`src/rtl/mem_arbiter.sv`:
```
// Shares one single-port memory between the fetch and load/store ports, one access at a time.
// Optional build macro MEM_ARBITER_ROUND_ROBIN_EN: alternate grants when both ports request.
module mem_arbiter #(
    parameter int HOLD_CYCLES = 1,
    parameter int ADDR_W      = 32,
    parameter int DATA_W      = 32
) (
    input  logic              clk,
    input  logic              resetn,
    input  logic              i_req_valid,
    input  logic [ADDR_W-1:0] i_req_addr,
    output logic              i_req_ready,
    output logic              i_rsp_valid,
    output logic [DATA_W-1:0] i_rsp_data,
    input  logic              d_req_valid,
    input  logic [ADDR_W-1:0] d_req_addr,
    input  logic [DATA_W-1:0] d_req_wdata,
    input  logic              d_req_we,
    output logic              d_req_ready,
    output logic              d_rsp_valid,
    output logic [DATA_W-1:0] d_rsp_data,
    output logic [ADDR_W-1:0] mem_address,
    output logic [DATA_W-1:0] mem_data_in,
    input  logic [DATA_W-1:0] mem_data_out,
    output logic              mem_we
);

    // state  | meaning
    // IDLE   | waiting for a request; grants one port and latches its payload
    // ACCESS | memory bus driven for HOLD_CYCLES; sample/write on the last one
    // RESP   | one-cycle response pulse to the granted port
    typedef enum logic [1:0] {
        IDLE   = 2'd0,
        ACCESS = 2'd1,
        RESP   = 2'd2
    } state_t;

    localparam logic [3:0] CNT_LOAD = 4'(HOLD_CYCLES - 1);

    state_t            state_q, state_d;
    logic [3:0]        cnt_q, cnt_d;
    logic [ADDR_W-1:0] addr_q, addr_d;
    logic [DATA_W-1:0] wdata_q, wdata_d;
    logic              we_q, we_d;
    logic              sel_data_q, sel_data_d;
    logic [DATA_W-1:0] i_rsp_data_q, i_rsp_data_d;
    logic [DATA_W-1:0] d_rsp_data_q, d_rsp_data_d;
    logic              pick_data;

`ifdef MEM_ARBITER_ROUND_ROBIN_EN
    logic last_data_q, last_data_d;

    // Pointer at 0 means fetch was granted last, so data wins the first tie.
    assign pick_data = d_req_valid && (!i_req_valid || !last_data_q);

    always_ff @(posedge clk or negedge resetn) begin
        if (!resetn) begin
            last_data_q <= 1'b0;
        end else begin
            last_data_q <= last_data_d;
        end
    end

    always_comb begin
        last_data_d = last_data_q;
        if (state_q == IDLE && (i_req_valid || d_req_valid)) begin
            last_data_d = pick_data;
        end
    end
`else
    assign pick_data = d_req_valid;
`endif

    assign i_rsp_data = i_rsp_data_q;
    assign d_rsp_data = d_rsp_data_q;

    always_ff @(posedge clk or negedge resetn) begin
        if (!resetn) begin
            state_q      <= IDLE;
            cnt_q        <= '0;
            addr_q       <= '0;
            wdata_q      <= '0;
            we_q         <= 1'b0;
            sel_data_q   <= 1'b0;
            i_rsp_data_q <= '0;
            d_rsp_data_q <= '0;
        end else begin
            state_q      <= state_d;
            cnt_q        <= cnt_d;
            addr_q       <= addr_d;
            wdata_q      <= wdata_d;
            we_q         <= we_d;
            sel_data_q   <= sel_data_d;
            i_rsp_data_q <= i_rsp_data_d;
            d_rsp_data_q <= d_rsp_data_d;
        end
    end

    always_comb begin
        state_d      = state_q;
        cnt_d        = cnt_q;
        addr_d       = addr_q;
        wdata_d      = wdata_q;
        we_d         = we_q;
        sel_data_d   = sel_data_q;
        i_rsp_data_d = i_rsp_data_q;
        d_rsp_data_d = d_rsp_data_q;
        i_req_ready  = 1'b0;
        d_req_ready  = 1'b0;
        i_rsp_valid  = 1'b0;
        d_rsp_valid  = 1'b0;
        mem_address  = '0;
        mem_data_in  = '0;
        mem_we       = 1'b0;

        case (state_q)
            IDLE: begin
                if (i_req_valid || d_req_valid) begin
                    d_req_ready = pick_data;
                    i_req_ready = !pick_data;
                    sel_data_d  = pick_data;
                    cnt_d       = CNT_LOAD;
                    state_d     = ACCESS;
                    if (pick_data) begin
                        addr_d  = {d_req_addr[ADDR_W-1:2], 2'b00};
                        wdata_d = d_req_wdata;
                        we_d    = d_req_we;
                    end else begin
                        addr_d  = {i_req_addr[ADDR_W-1:2], 2'b00};
                        wdata_d = '0;
                        we_d    = 1'b0;
                    end
                end
            end
            ACCESS: begin
                mem_address = addr_q;
                mem_data_in = wdata_q;
                if (cnt_q == 4'd0) begin
                    // Capture happens on the write edge, so a store returns the old word.
                    mem_we  = we_q;
                    state_d = RESP;
                    if (sel_data_q) begin
                        d_rsp_data_d = mem_data_out;
                    end else begin
                        i_rsp_data_d = mem_data_out;
                    end
                end else begin
                    cnt_d = cnt_q - 4'd1;
                end
            end
            RESP: begin
                i_rsp_valid = !sel_data_q;
                d_rsp_valid = sel_data_q;
                state_d     = IDLE;
            end
            default: begin
                state_d = IDLE;
            end
        endcase
    end

endmodule

```
`config.mk`:
```
export PLATFORM = sky130hd
export DESIGN_NAME = mem_arbiter
export DESIGN_NICKNAME = d
export VERILOG_FILES = /design/src/rtl/mem_arbiter.sv
export SDC_FILE = /design/constraint.sdc
export NUM_CORES = 1
export LEC_CHECK = 0
export ABC_AREA = 1
export CAP_MARGIN = 20
export CORE_UTILIZATION = 63
export DETAILED_ROUTE_END_ITERATION = 10
export DONT_BUFFER_PORTS = 1
export GPL_ROUTABILITY_DRIVEN = 0
export HOLD_SLACK_MARGIN = 0.08
export PLACE_DENSITY = 0.83
export SYNTH_ARGS = -nofsm -noshare
export SYNTH_HDL_FRONTEND = slang
export SYNTH_SLANG_ARGS = --single-unit
```
`constraint.sdc`:
```
create_clock -name clk -period 1.5 [get_ports clk]
set_input_delay 0.15 -clock clk [delete_from_list [all_inputs] [get_ports clk]]
set_output_delay 0.15 -clock clk [all_outputs]
set_load 0.03 [all_outputs]
```
==> metrics.cfg, run 1 <==
[clock_network]
cts_made_buffers=17
cts_root_buffer=clkbuf_8
cts.sinks=134
cts_max_level=4
clk_path_buf_depth=2

[die]
start_util=0.6477
fp.dieW_um=102.2
fp-row-count=36
io_pins=266
die_h_um=102.2

[logic_synthesis]
synth_mux_area_frac=0
synth_cells=774
syn_area_per_cell_um2=8.180
synth_xor_area_frac=0.001383
syn-cell-area_um2=6331
synth_compound_area_frac=0.09704
synth_top_family_by_area=simple AND/OR/NAND/NOR gates
synth-seq-cells=134
synthSimpleGateAreaFrac=0.2549
seq_area_frac_synth=0.5296
synthAdderAreaFrac=0.003953
yosysWarnings=0
ys_types=22

[outcome]
status=aborted with a tool error
lastStage=global routing (5_1_grt)
tool.error=[ERROR DPL-0038] Utilization greater than 100%, impossible to legalize

[global_routing]
grt_max_degree=135

[placement]
post-place-ws_ns=0.04860
io_buffers=0
placed_area_um2=6978
dp_hpwl_um=10830

[sta]
worst_endpoint=mem_data_in[23]
worst-ep-kind=top-level output

-- kinds of logic after synthesis --
kind of cell,Yosys count
AND/OR/NAND/NOR,381
buffers and inverters,160
flip-flops,134
AO/OA/AOI/OAI,95
adder cells (fa/ha/maj),2
XOR/XNOR,1
other,1
-- repair_timing --
action / in CTS
gates resized for setup: 58
setup endpoints to repair: 67
gates cloned: 3
hold buffers: 128
buffers inserted: 9
endpoints found under the hold margin: 267
pin swaps: 5
-- cells in the mapped netlist (all sizes together) --
cell type  number  share of area
dfrtp         134           0.53
clkbuf         16         0.0095
nand3           5         0.0040
nand4          66          0.065
inv           105          0.062
nor3            2         0.0016
buf            39          0.041
xor2            1         0.0014
conb            1        0.00059
nand2         239           0.14
ha              2         0.0040
nor2           69          0.042
o21ai          95          0.097
-- stage by stage --
stage | std cells | util | setup TNS [ns]
after global placement | 941 | 0.7139 | 0
after detailed placement | 941 | 0.7139 | 0
after CTS | 1113 | 0.9393 | -19.67
after floorplan | 775 | - | -0.004817
==> inputs of run 2 (changes only) <==
--- a/config.mk
+++ b/config.mk
@@ -7,12 +7,11 @@
 export LEC_CHECK = 0
 export ABC_AREA = 1
 export CAP_MARGIN = 20
-export CORE_UTILIZATION = 63
+export CORE_UTILIZATION = 40
 export DETAILED_ROUTE_END_ITERATION = 10
 export DONT_BUFFER_PORTS = 1
 export GPL_ROUTABILITY_DRIVEN = 0
-export HOLD_SLACK_MARGIN = 0.08
-export PLACE_DENSITY = 0.83
+export PLACE_DENSITY_LB_ADDON = 0.15
 export SYNTH_ARGS = -nofsm -noshare
 export SYNTH_HDL_FRONTEND = slang
 export SYNTH_SLANG_ARGS = --single-unit
==> run 2 against run 1 <==
The flow now finishes, with violations (negative hold slack, negative setup slack). Area after synthesis unchanged. Synthesized cell count unchanged.
==> metrics.cfg, run 2 <==
[outcome]
violations=negative hold slack, negative setup slack
status=complete, but fails checks

[cells_and_area]
fillers=1156
final_cell_mix=nand2_1, dfrtp_1, dlygate4sd3_1
drive_above_1_share=0.3273
post-route-util=0.6630
final_common_cell=nand2_1
final_cells=1201
layout.nets=1113
area_growth_pct=60.38
diodes=0

[die]
die_h_um=127.8  ; +25%
io_pins=266  ; unchanged
dieArea_um2=16340
fp.dieW_um=127.8  ; +25%
fp-row-count=45  ; +25%
start_util=0.4134  ; -0.2343
core_um2=15310

[power_and_ir_drop]
leakagePower_uw=0.005048
ir_drop_mv=0.9672
power_density_nw_per_um2=2222

[drt]
vias=6112
drc_errors=0
drt_iter0_markers=225
wl_per_cell_um=17.60
viasPerCell=5.089
wl_um=21140
dr.pass1.iters=4
detail-route-antenna-nets=0

[sta]
rsz0062_at_grt=true
max_freq_ghz=0.5602
final_hold_viol_count=134
totalNegativeSetupSlack_ns=-13.99
setup_slack_ns=-0.2850
layout_min_cycle_time_ns=1.785
whs_ns=-0.5691
slew_violations=0
min_period_over_period=1.190
fin_skew_ns=0.005013
setup_viol=74

[clock_network]
cts_made_buffers=17  ; unchanged
cts_root_buffer=clkbuf_16
clk_path_buf_depth=2  ; unchanged
cts-hold-fix-buffers=107  ; -16%
cts.sinks=134  ; unchanged
clk_latency_ns=0.42
cts_tree=done
path_clk_slew_ns=0.05
cts_max_level=4  ; unchanged

[logic_synthesis]
yosysMostFrequentCell=nand2_1
syn-cell-area_um2=6331  ; unchanged
syn_area_per_cell_um2=8.180  ; unchanged
synth-edff-count=0  ; unchanged
synth_ff_type=dfrtp_1
yosysTopAreaCellShare=0.5296  ; unchanged
synth_cells=774  ; unchanged
synth-seq-cells=134  ; unchanged
seq_area_frac_synth=0.5296  ; unchanged
synth_top_area_cell=dfrtp_1
ys_async_sr_fraction=1.000  ; unchanged
synth_area_leaders=dfrtp_1, nand2_1, nand4_1, inv_1, o21ai_2
synthTopCellsByCount=nand2_1, dfrtp_1, inv_1, nor2_1, nand4_1
ys_types=22  ; unchanged
yosysWarnings=0  ; unchanged

[global_routing]
grt_pass1_vias=6081
grt_antenna_before_repair=0
grt_pass1_wl_um=29690
track_usage=0.2337
overflow=0
grt_max_degree=135

[critical_path]
crit_path_max_fanout=27
critPathSlowestCell=dfrtp_2
crit_path_end_kind=output port
cp_num_buf_inv=3
worstPathCellList=nor2_4 -> inv_4 -> buf_12 -> nor2_1 -> buf_4
critPathRequiredTime_ns=1.35
worstSetupStartpointType=flip-flop
crit_start=state_q[1]$_DFFE_PN0P_
slowest_delay_ns=0.44
cp.arrival_ns=1.64
crit_family=buffers and inverters
path_class=flip-flop to output port
reg2reg_from=state_q[0]$_DFFE_PN0P_

[placement]
dp.cells=1016  ; +8.0%
dp_hpwl_um=10670  ; -1.5%
io_buffers=0  ; unchanged

[worst_hold_path]
hold_class=primary input to async pin

[job]
drv_cap=0

-- run 2: report_power, final --
group | leakage [µW] | total, µW | internal [µW] | switching [µW]
clock | 0.000279 | 4090 | 2560 | 1530
sequential | 0.00168 | 7860 | 5230 | 2630
combinational | 0.00309 | 10600 | 4580 | 6030
-- run 2: cell type report --
type	count	area, µm²	area share
inverter	105	404.1	0.03980
multi-input combinational	481	2808	0.2765
tap	211	264.0	0.02600
timing repair inverter	3	38.79	0.003820
sequential	134	3356	0.3305
clock inverter	8	98.84	0.009735
timing repair buffer	236	2706	0.2665
clock buffer	23	478.0	0.04707
-- run 2: layer usage --
metal	track usage	wire (µm)
met2	0.4159	10910
met5	0	0
met3	0.06427	1542
met1	0.2661	8252
met4	0.08927	438
-- run 2: stage by stage --
stage | setup WS, ns | area, µm² | hold WS [ns] | total power (µW)
after CTS | -0.2357 | 9221 | -0.5891 | 20300
after global placement | 0.03087 | 7103 | -0.1431 | 14620
final | -0.2850 | 10150 | -0.5691 | 22560
after detailed placement | -0.001240 | 7103 | -0.1429 | 14790
after floorplan | -0.004817 | 6347 | -0.1456 | 12580
after global routing | -0.3512 | 10150 | -0.5979 | 23730
-- run 2: path summary, 6_finish.rpt --
path,to,slack (ns),cells past startpoint
worst min register to register,wdata_q[11]$_DFFE_PN0P_,0.52,2
max in group asynchronous,d_rsp_data[19]$_DFFE_PN0P_,1.86,0
worst max register to register,addr_q[15]$_DFFE_PN0P_,-0.02,9
min in group clk,addr_q[24]$_DFFE_PN0P_,0.02,3
worst min-delay path,i_rsp_data[2]$_DFFE_PN0P_,-0.57,0
worst max-delay path,mem_address[21],-0.29,5
-- run 2: repair_timing --
| action | in CTS | in global routing |
|---|---|---|
| gates resized for setup | 79 | 159 |
| endpoints found under the hold margin | 262 | 134 |
| endpoints found under the setup margin | 68 | 182 |
| pin swaps | 10 | 9 |
| buffers inserted | 15 | 12 |
| cloned | 3 | 19 |
-- run 2: logic make-up after synthesis --
family | share of synthesized area
adder cells (fa/ha/maj) | 0.003952
buffers and inverters | 0.1125
flip-flops | 0.5296
other | 0.0005923
XOR/XNOR | 0.001384
AO/OA/AOI/OAI | 0.09704
AND/OR/NAND/NOR | 0.2549
(Power assumes the default switching activity.)
==> inputs of run 3 (changes only) <==
--- a/config.mk
+++ b/config.mk
@@ -6,7 +6,7 @@
 export NUM_CORES = 1
 export LEC_CHECK = 0
 export ABC_AREA = 1
-export CAP_MARGIN = 20
+export CORE_MARGIN = 2
 export CORE_UTILIZATION = 40
 export DETAILED_ROUTE_END_ITERATION = 10
 export DONT_BUFFER_PORTS = 1
==> constraint.sdc (replaced) <==
create_clock -name clk -period 2.2 [get_ports clk]
set_input_delay 0.22 -clock clk [delete_from_list [all_inputs] [get_ports clk]]
set_output_delay 0.22 -clock clk [all_outputs]
set_load 0.03 [all_outputs]
==> run 3 against run 2 <==
Worst hold slack improved by 0.072 ns. The flow finishes with violations (negative hold slack). First-iteration DRC count rose by 19%. Count of clock-buffer cells in the layout fell by 6. Sequential power fell by 32%. Power fell by 43%. Critical path type unchanged. Combinational power fell by 58%. Core utilization fell by 13 points. Largest cell class unchanged. Sequential share of layout area rose by 7.9 points. Non-clock buffer count fell by 95. Via count fell by 10%. Critical path depth rose by 1.
==> metrics.cfg, run 3 (synthesis gave the netlist of run 2 again) <==
[cells_and_area]
multi_input_area_um2=2277  ; -19%
ff_latch_area_um2=3353  ; about the same
area_growth_pct=29.19
final_common_cell=nand2_1
post-route-util=0.5341  ; -0.1289
fillers=1412  ; +22%
layout.nets=1015  ; -8.8%
drive_above_1_share=0.1669  ; -0.1604
diodes=0  ; unchanged
final_cell_mix=nand2_1, dfrtp_1, inv_1

[global_routing]
track_usage=0.1998  ; -0.03390
grt_antenna_before_repair=0  ; unchanged
grt_max_degree=135  ; unchanged
overflow=0  ; unchanged
grt_pass1_vias=5478  ; -9.9%
grt_pass1_wl_um=26430  ; -11%

[die]
start_util=0.4134  ; unchanged
die_h_um=129.8  ; +1.6%
core_um2=15310  ; unchanged
dieArea_um2=16850  ; +3.2%
fp-row-count=45  ; unchanged
fp.dieW_um=129.8  ; +1.6%
io_pins=266  ; unchanged

[outcome]
violations=negative hold slack
status=complete, but fails checks

[critical_path]
crit_path_max_fanout=66  ; +140%
path_class=flip-flop to output port
worstPathCellList=inv_2 -> nor2_4 -> buf_8 -> nand2_1 -> nor2_1 -> buf_4
critPathRequiredTime_ns=1.98  ; +0.63 ns
worstSetupStartpointType=flip-flop
slowest_delay_ns=0.41  ; -0.03 ns
worstRegToRegCells=5  ; -4
cp_num_buf_inv=3  ; unchanged
critPathSlowestCell=dfrtp_1
cp.arrival_ns=1.79  ; +0.15 ns
crit_family=buffers and inverters
cp.depth=6  ; +1
crit_path_end_kind=output port

[power_and_ir_drop]
p_clk_frac=0.236  ; +0.055
p_int_uw=6906  ; -44%
p_sw_frac=0.4601  ; +0.008458
switching_power_uw=5884  ; -42%
leakagePower_uw=0.004186  ; -17%
power_density_nw_per_um2=1564  ; -30%
ir_drop_mv=0.6758  ; -30%
combPwrFrac=0.347  ; -0.123
power.share.sequential=0.417  ; +0.069

[placement]
post-place-ws_ns=0.2967  ; +0.2979 ns
dp_hpwl_um=10610  ; -0.56%
io_buffers=0  ; unchanged

[drt]
wl_per_cell_um=15.12  ; -14%
route.top_layer_used=met4
vias=5492  ; -10%
wl_met2_um=8149  ; -25%
drc_errors=0  ; unchanged
met3WireLength_um=1241  ; -20%
wl_met1_um=6909  ; -16%
detail-route-antenna-nets=0  ; unchanged
drt_iter0_markers=267  ; +19%
dr.pass1.iters=4  ; unchanged
viasPerCell=4.975  ; -2.2%
wl_um=16700  ; -21%

[sta]
min_period_over_period=0.9156
slew_headroom=0.5490
fin_skew_ns=0.009123  ; +0.004110 ns
final_hold_viol_count=134  ; unchanged
totalNegativeSetupSlack_ns=0  ; +13.99 ns
whs_ns=-0.4972  ; +0.07191 ns
worstMarginPinSlew_ns=0.6756
max_freq_ghz=0.4964
rsz0062_at_grt=false
slew_violations=0  ; unchanged
layout_min_cycle_time_ns=2.014
setup_slack_ns=0.1856  ; +0.4706 ns
setup_viol=0  ; -100%

[clock_network]
cts_max_level=4  ; unchanged
cts_tree=done
clk_latency_ns=0.41  ; about the same
cts_root_buffer=clkbuf_16
cts_made_buffers=17  ; unchanged
path_clk_slew_ns=0.06  ; about the same
clk_path_buf_depth=2  ; unchanged
postCtsSetupRepairBufs=0  ; -15
cts.sinks=134  ; unchanged
cts-hold-fix-buffers=67  ; -37%

[job]
drv_cap=0  ; unchanged

[worst_hold_path]
hold_class=primary input to async pin

run 3: final cells by class:
class                      count  share of cell area
multi-input combinational    481              0.2784
sequential                   134              0.4100
clock inverter                15             0.02478
timing repair buffer         141              0.1539
clock buffer                  17             0.05201
inverter                     105             0.04865
tap                          211             0.03228
run 3: repair_timing:
action	CTS	global route
gates resized for setup	2	2
endpoints found under the hold margin	233	134
cloned	0	0
setup endpoints to repair	63	1
run 3: worst paths after layout:
path,startpoint,endpoint,slack (ns)
max in group asynchronous,resetn,addr_q[2]$_DFFE_PN0P_,2.52
min in group clk,d_req_valid,addr_q[28]$_DFFE_PN0P_,0.04
setup / recovery,state_q[0]$_DFFE_PN0P_,mem_we,0.19
hold reg to reg,cnt_q[0]$_DFFE_PN0P_,cnt_q[0]$_DFFE_PN0P_,0.52
hold / removal,resetn,i_rsp_data[20]$_DFFE_PN0P_,-0.50
setup reg to reg,state_q[0]$_DFFE_PN0P_,wdata_q[3]$_DFFE_PN0P_,0.56
run 3: power groups by stage:
stage | sequential (µW) | clock (µW) | combinational [µW]
after floorplan | 5140 | 0 | 3420
after global placement | 5350 | 0 | 4210
after detailed placement | 5370 | 0 | 4320
after CTS | 5340 | 3080 | 4460
after global routing | 5480 | 3220 | 4970
final | 5330 | 3020 | 4440
run 3: routing by layer:
layer	vias up	global-route usage
met2	222	0.3320
met3	35	0.06314
li1	2644	-
met5	-	0
met4	0	0.08855
met1	2591	0.2386
run 3: through the flow:
stage          hold slack, ns  power (µW)  area, µm²  cells
6_report              -0.4972       12790       8179   1104
5_1_grt               -0.5335       13670       8179   1104
4_1_cts               -0.5187       12880       8175   1104
3_5_place_dp         -0.07217        9690       6870   1005
3_3_place_gp         -0.07219        9553       6870   1005
2_1_floorplan        -0.07559        8560       6335    775
==> inputs of run 4 (changes only) <==
--- a/config.mk
+++ b/config.mk
@@ -8,6 +8,7 @@
 export ABC_AREA = 1
 export CORE_MARGIN = 2
 export CORE_UTILIZATION = 40
+export CTS_BUF_LIST = sky130_fd_sc_hd__clkbuf_2 sky130_fd_sc_hd__clkbuf_4 sky130_fd_sc_hd__clkbuf_8
 export DETAILED_ROUTE_END_ITERATION = 10
 export DONT_BUFFER_PORTS = 1
 export GPL_ROUTABILITY_DRIVEN = 0
==> run 4 against run 3 <==
The run still ends with negative hold slack left. Combinational power up 2%. Die area unchanged. Final cell count up 1.6%. Sequential power about the same. Core utilization about the same. Critical endpoint unchanged.
==> metrics.cfg, run 4 (synthesis gave the netlist of run 2 again) <==
[drt]
dr.pass1.iters=5  ; +1
wl_per_cell_um=15.50  ; +2.5%
vias=5578  ; +1.6%
drc_errors=0  ; unchanged
detail-route-antenna-nets=0  ; unchanged
viasPerCell=4.971  ; about the same
drt_iter0_markers=311  ; +16%
wl_um=17400  ; +4.2%

[cells_and_area]
drive_above_1_share=0.1636  ; -0.003297
diodes=0  ; unchanged
layout.nets=1033  ; +1.8%
final_common_cell=nand2_1
fillers=1414  ; +0.14%
area_growth_pct=29.13  ; about the same
design_area_um2=8175  ; about the same
final_cell_mix=nand2_1, dfrtp_1, inv_1

[global_routing]
grt_antenna_before_repair=0  ; unchanged
grt_pass1_wl_um=27290  ; +3.2%
grt_pass1_vias=5636  ; +2.9%
grt_max_degree=135  ; unchanged
overflow=0  ; unchanged
track_usage=0.2074  ; +0.007608

[power_and_ir_drop]
leakagePower_uw=0.004173  ; -0.29%
ir_drop_mv=0.6285  ; -7.0%
p_total_uw=12110  ; -5.3%
power_density_nw_per_um2=1482  ; -5.2%

[sta]
final_hold_viol_count=134  ; unchanged
whs_ns=-0.5375  ; -0.04025 ns
fin_skew_ns=0.01277  ; +0.003649 ns
max_freq_ghz=0.4954  ; -0.21%
min_period_over_period=0.9176  ; +0.001926
slew_headroom=0.3909  ; -0.1581
totalNegativeSetupSlack_ns=0  ; unchanged
layout_min_cycle_time_ns=2.019  ; +0.004237 ns
setup_slack_ns=0.1814  ; -0.004237 ns
rsz0062_at_grt=false
slew_violations=0  ; unchanged
setup_viol=0  ; unchanged
worstMarginPinSlew_ns=0.9106  ; +0.2351 ns

[placement]
placed_area_um2=6870  ; unchanged
io_buffers=0  ; unchanged
post-place-ws_ns=0.2967  ; unchanged
dp_hpwl_um=10610  ; unchanged

[clock_network]
clk_latency_ns=0.45  ; +0.04 ns
clk_path_buf_depth=2  ; unchanged
cts_root_buffer=clkbuf_8
cts_tree=done
cts.sinks=134  ; unchanged
cts_max_level=4  ; unchanged
postCtsSetupRepairBufs=0  ; unchanged
cts-hold-fix-buffers=85  ; +27%
path_clk_slew_ns=0.08  ; +0.02 ns
cts_made_buffers=17  ; unchanged

[critical_path]
cp-endpoint=mem_we
worstRegToRegCells=5  ; unchanged
cp.arrival_ns=1.80  ; about the same
worstSetupStartpointType=flip-flop
reg2reg_from=state_q[0]$_DFFE_PN0P_
path_class=flip-flop to output port
crit_start=state_q[0]$_DFFE_PN0P_
crit_path_max_fanout=66  ; unchanged
crit_path_end_kind=output port
critPathRequiredTime_ns=1.98  ; about the same
r2r_setup_slack_ns=0.55  ; about the same
r2r-end=cnt_q[1]$_DFFE_PN0P_

[outcome]
status=complete, but fails checks
violations=negative hold slack

[die]
fp.dieW_um=129.8  ; unchanged
core_um2=15310  ; unchanged
dieArea_um2=16850  ; unchanged
start_util=0.4134  ; unchanged
die_h_um=129.8  ; unchanged
fp-row-count=45  ; unchanged
io_pins=266  ; unchanged

[worst_hold_path]
hold_class=primary input to async pin

[job]
drv_cap=0  ; unchanged

## run 4: cell types whose count changed in the layout (fill, tap and decap cells not counted), sizes merged
cell         previous run  this run
dlygate4sd3            67        85
## run 4: worst min-delay path by stage
stage | end | depth (start not counted) | from
final | i_rsp_data[20]$_DFFE_PN0P_ | 0 | resetn
after global routing | i_rsp_data[20]$_DFFE_PN0P_ | 0 | resetn
after CTS | i_rsp_data[20]$_DFFE_PN0P_ | 0 | resetn
after detailed placement | i_rsp_data[20]$_DFFE_PN0P_ | 0 | resetn
after global placement | i_rsp_data[20]$_DFFE_PN0P_ | 0 | resetn
after floorplan | addr_q[10]$_DFFE_PN0P_ | 0 | resetn
## run 4: critical path, cell delays in order (launching register included)
cell	delay, ns
dfrtp_1	0.42
inv_2	0.06
nor2_4	0.18
buf_12	0.30
nand2_1	0.13
nor2_1	0.10
buf_4	0.17
## run 4: per-stage QoR
stage          hold WS [ns]  utilization  std cells
5_1_grt             -0.5960       0.5338       1122
3_5_place_dp       -0.07217       0.4486       1005
4_1_cts             -0.5663       0.5331       1122
2_1_floorplan      -0.07559            -        775
3_3_place_gp       -0.07219       0.4486       1005
6_report            -0.5375       0.5338       1122
## run 4: layout make-up
cell class / instances / area, µm² / area share
multi-input cells: 481 / 2277 / 0.2785
flip-flops and latches: 134 / 3353 / 0.4102
clock buffers: 17 / 234.0 / 0.02862
well taps: 211 / 264.0 / 0.03229
repair buffers: 159 / 1444 / 0.1766
clock inverters: 15 / 202.7 / 0.02479
inverters: 105 / 400.4 / 0.04897
## run 4: report_power, final
group	leakage [µW]	total, µW	internal [µW]	switching, µW
logic	0.00228	4520	1490	3030
clock network	0.000216	2270	1240	1030
registers	0.00168	5320	3560	1760
## run 4: what timing repair did
| action | 4_1_cts | 5_1_grt |
|---|---|---|
| resized for setup | 2 | 4 |
| gates cloned | 0 | 0 |
| setup endpoints to repair | 63 | 2 |
| hold endpoints to repair | 253 | 134 |
## run 4: per-layer routing
metal	global-route usage	wire length [µm]	part of all wire	vias to the layer above
li1	-	-	-	2683
met1	0.2486	7254	0.42	2653
met2	0.3465	8531	0.49	210
met3	0.07134	1251	0.072	32
met4	0.07717	359	0.021	0
met5	0	0	0	-
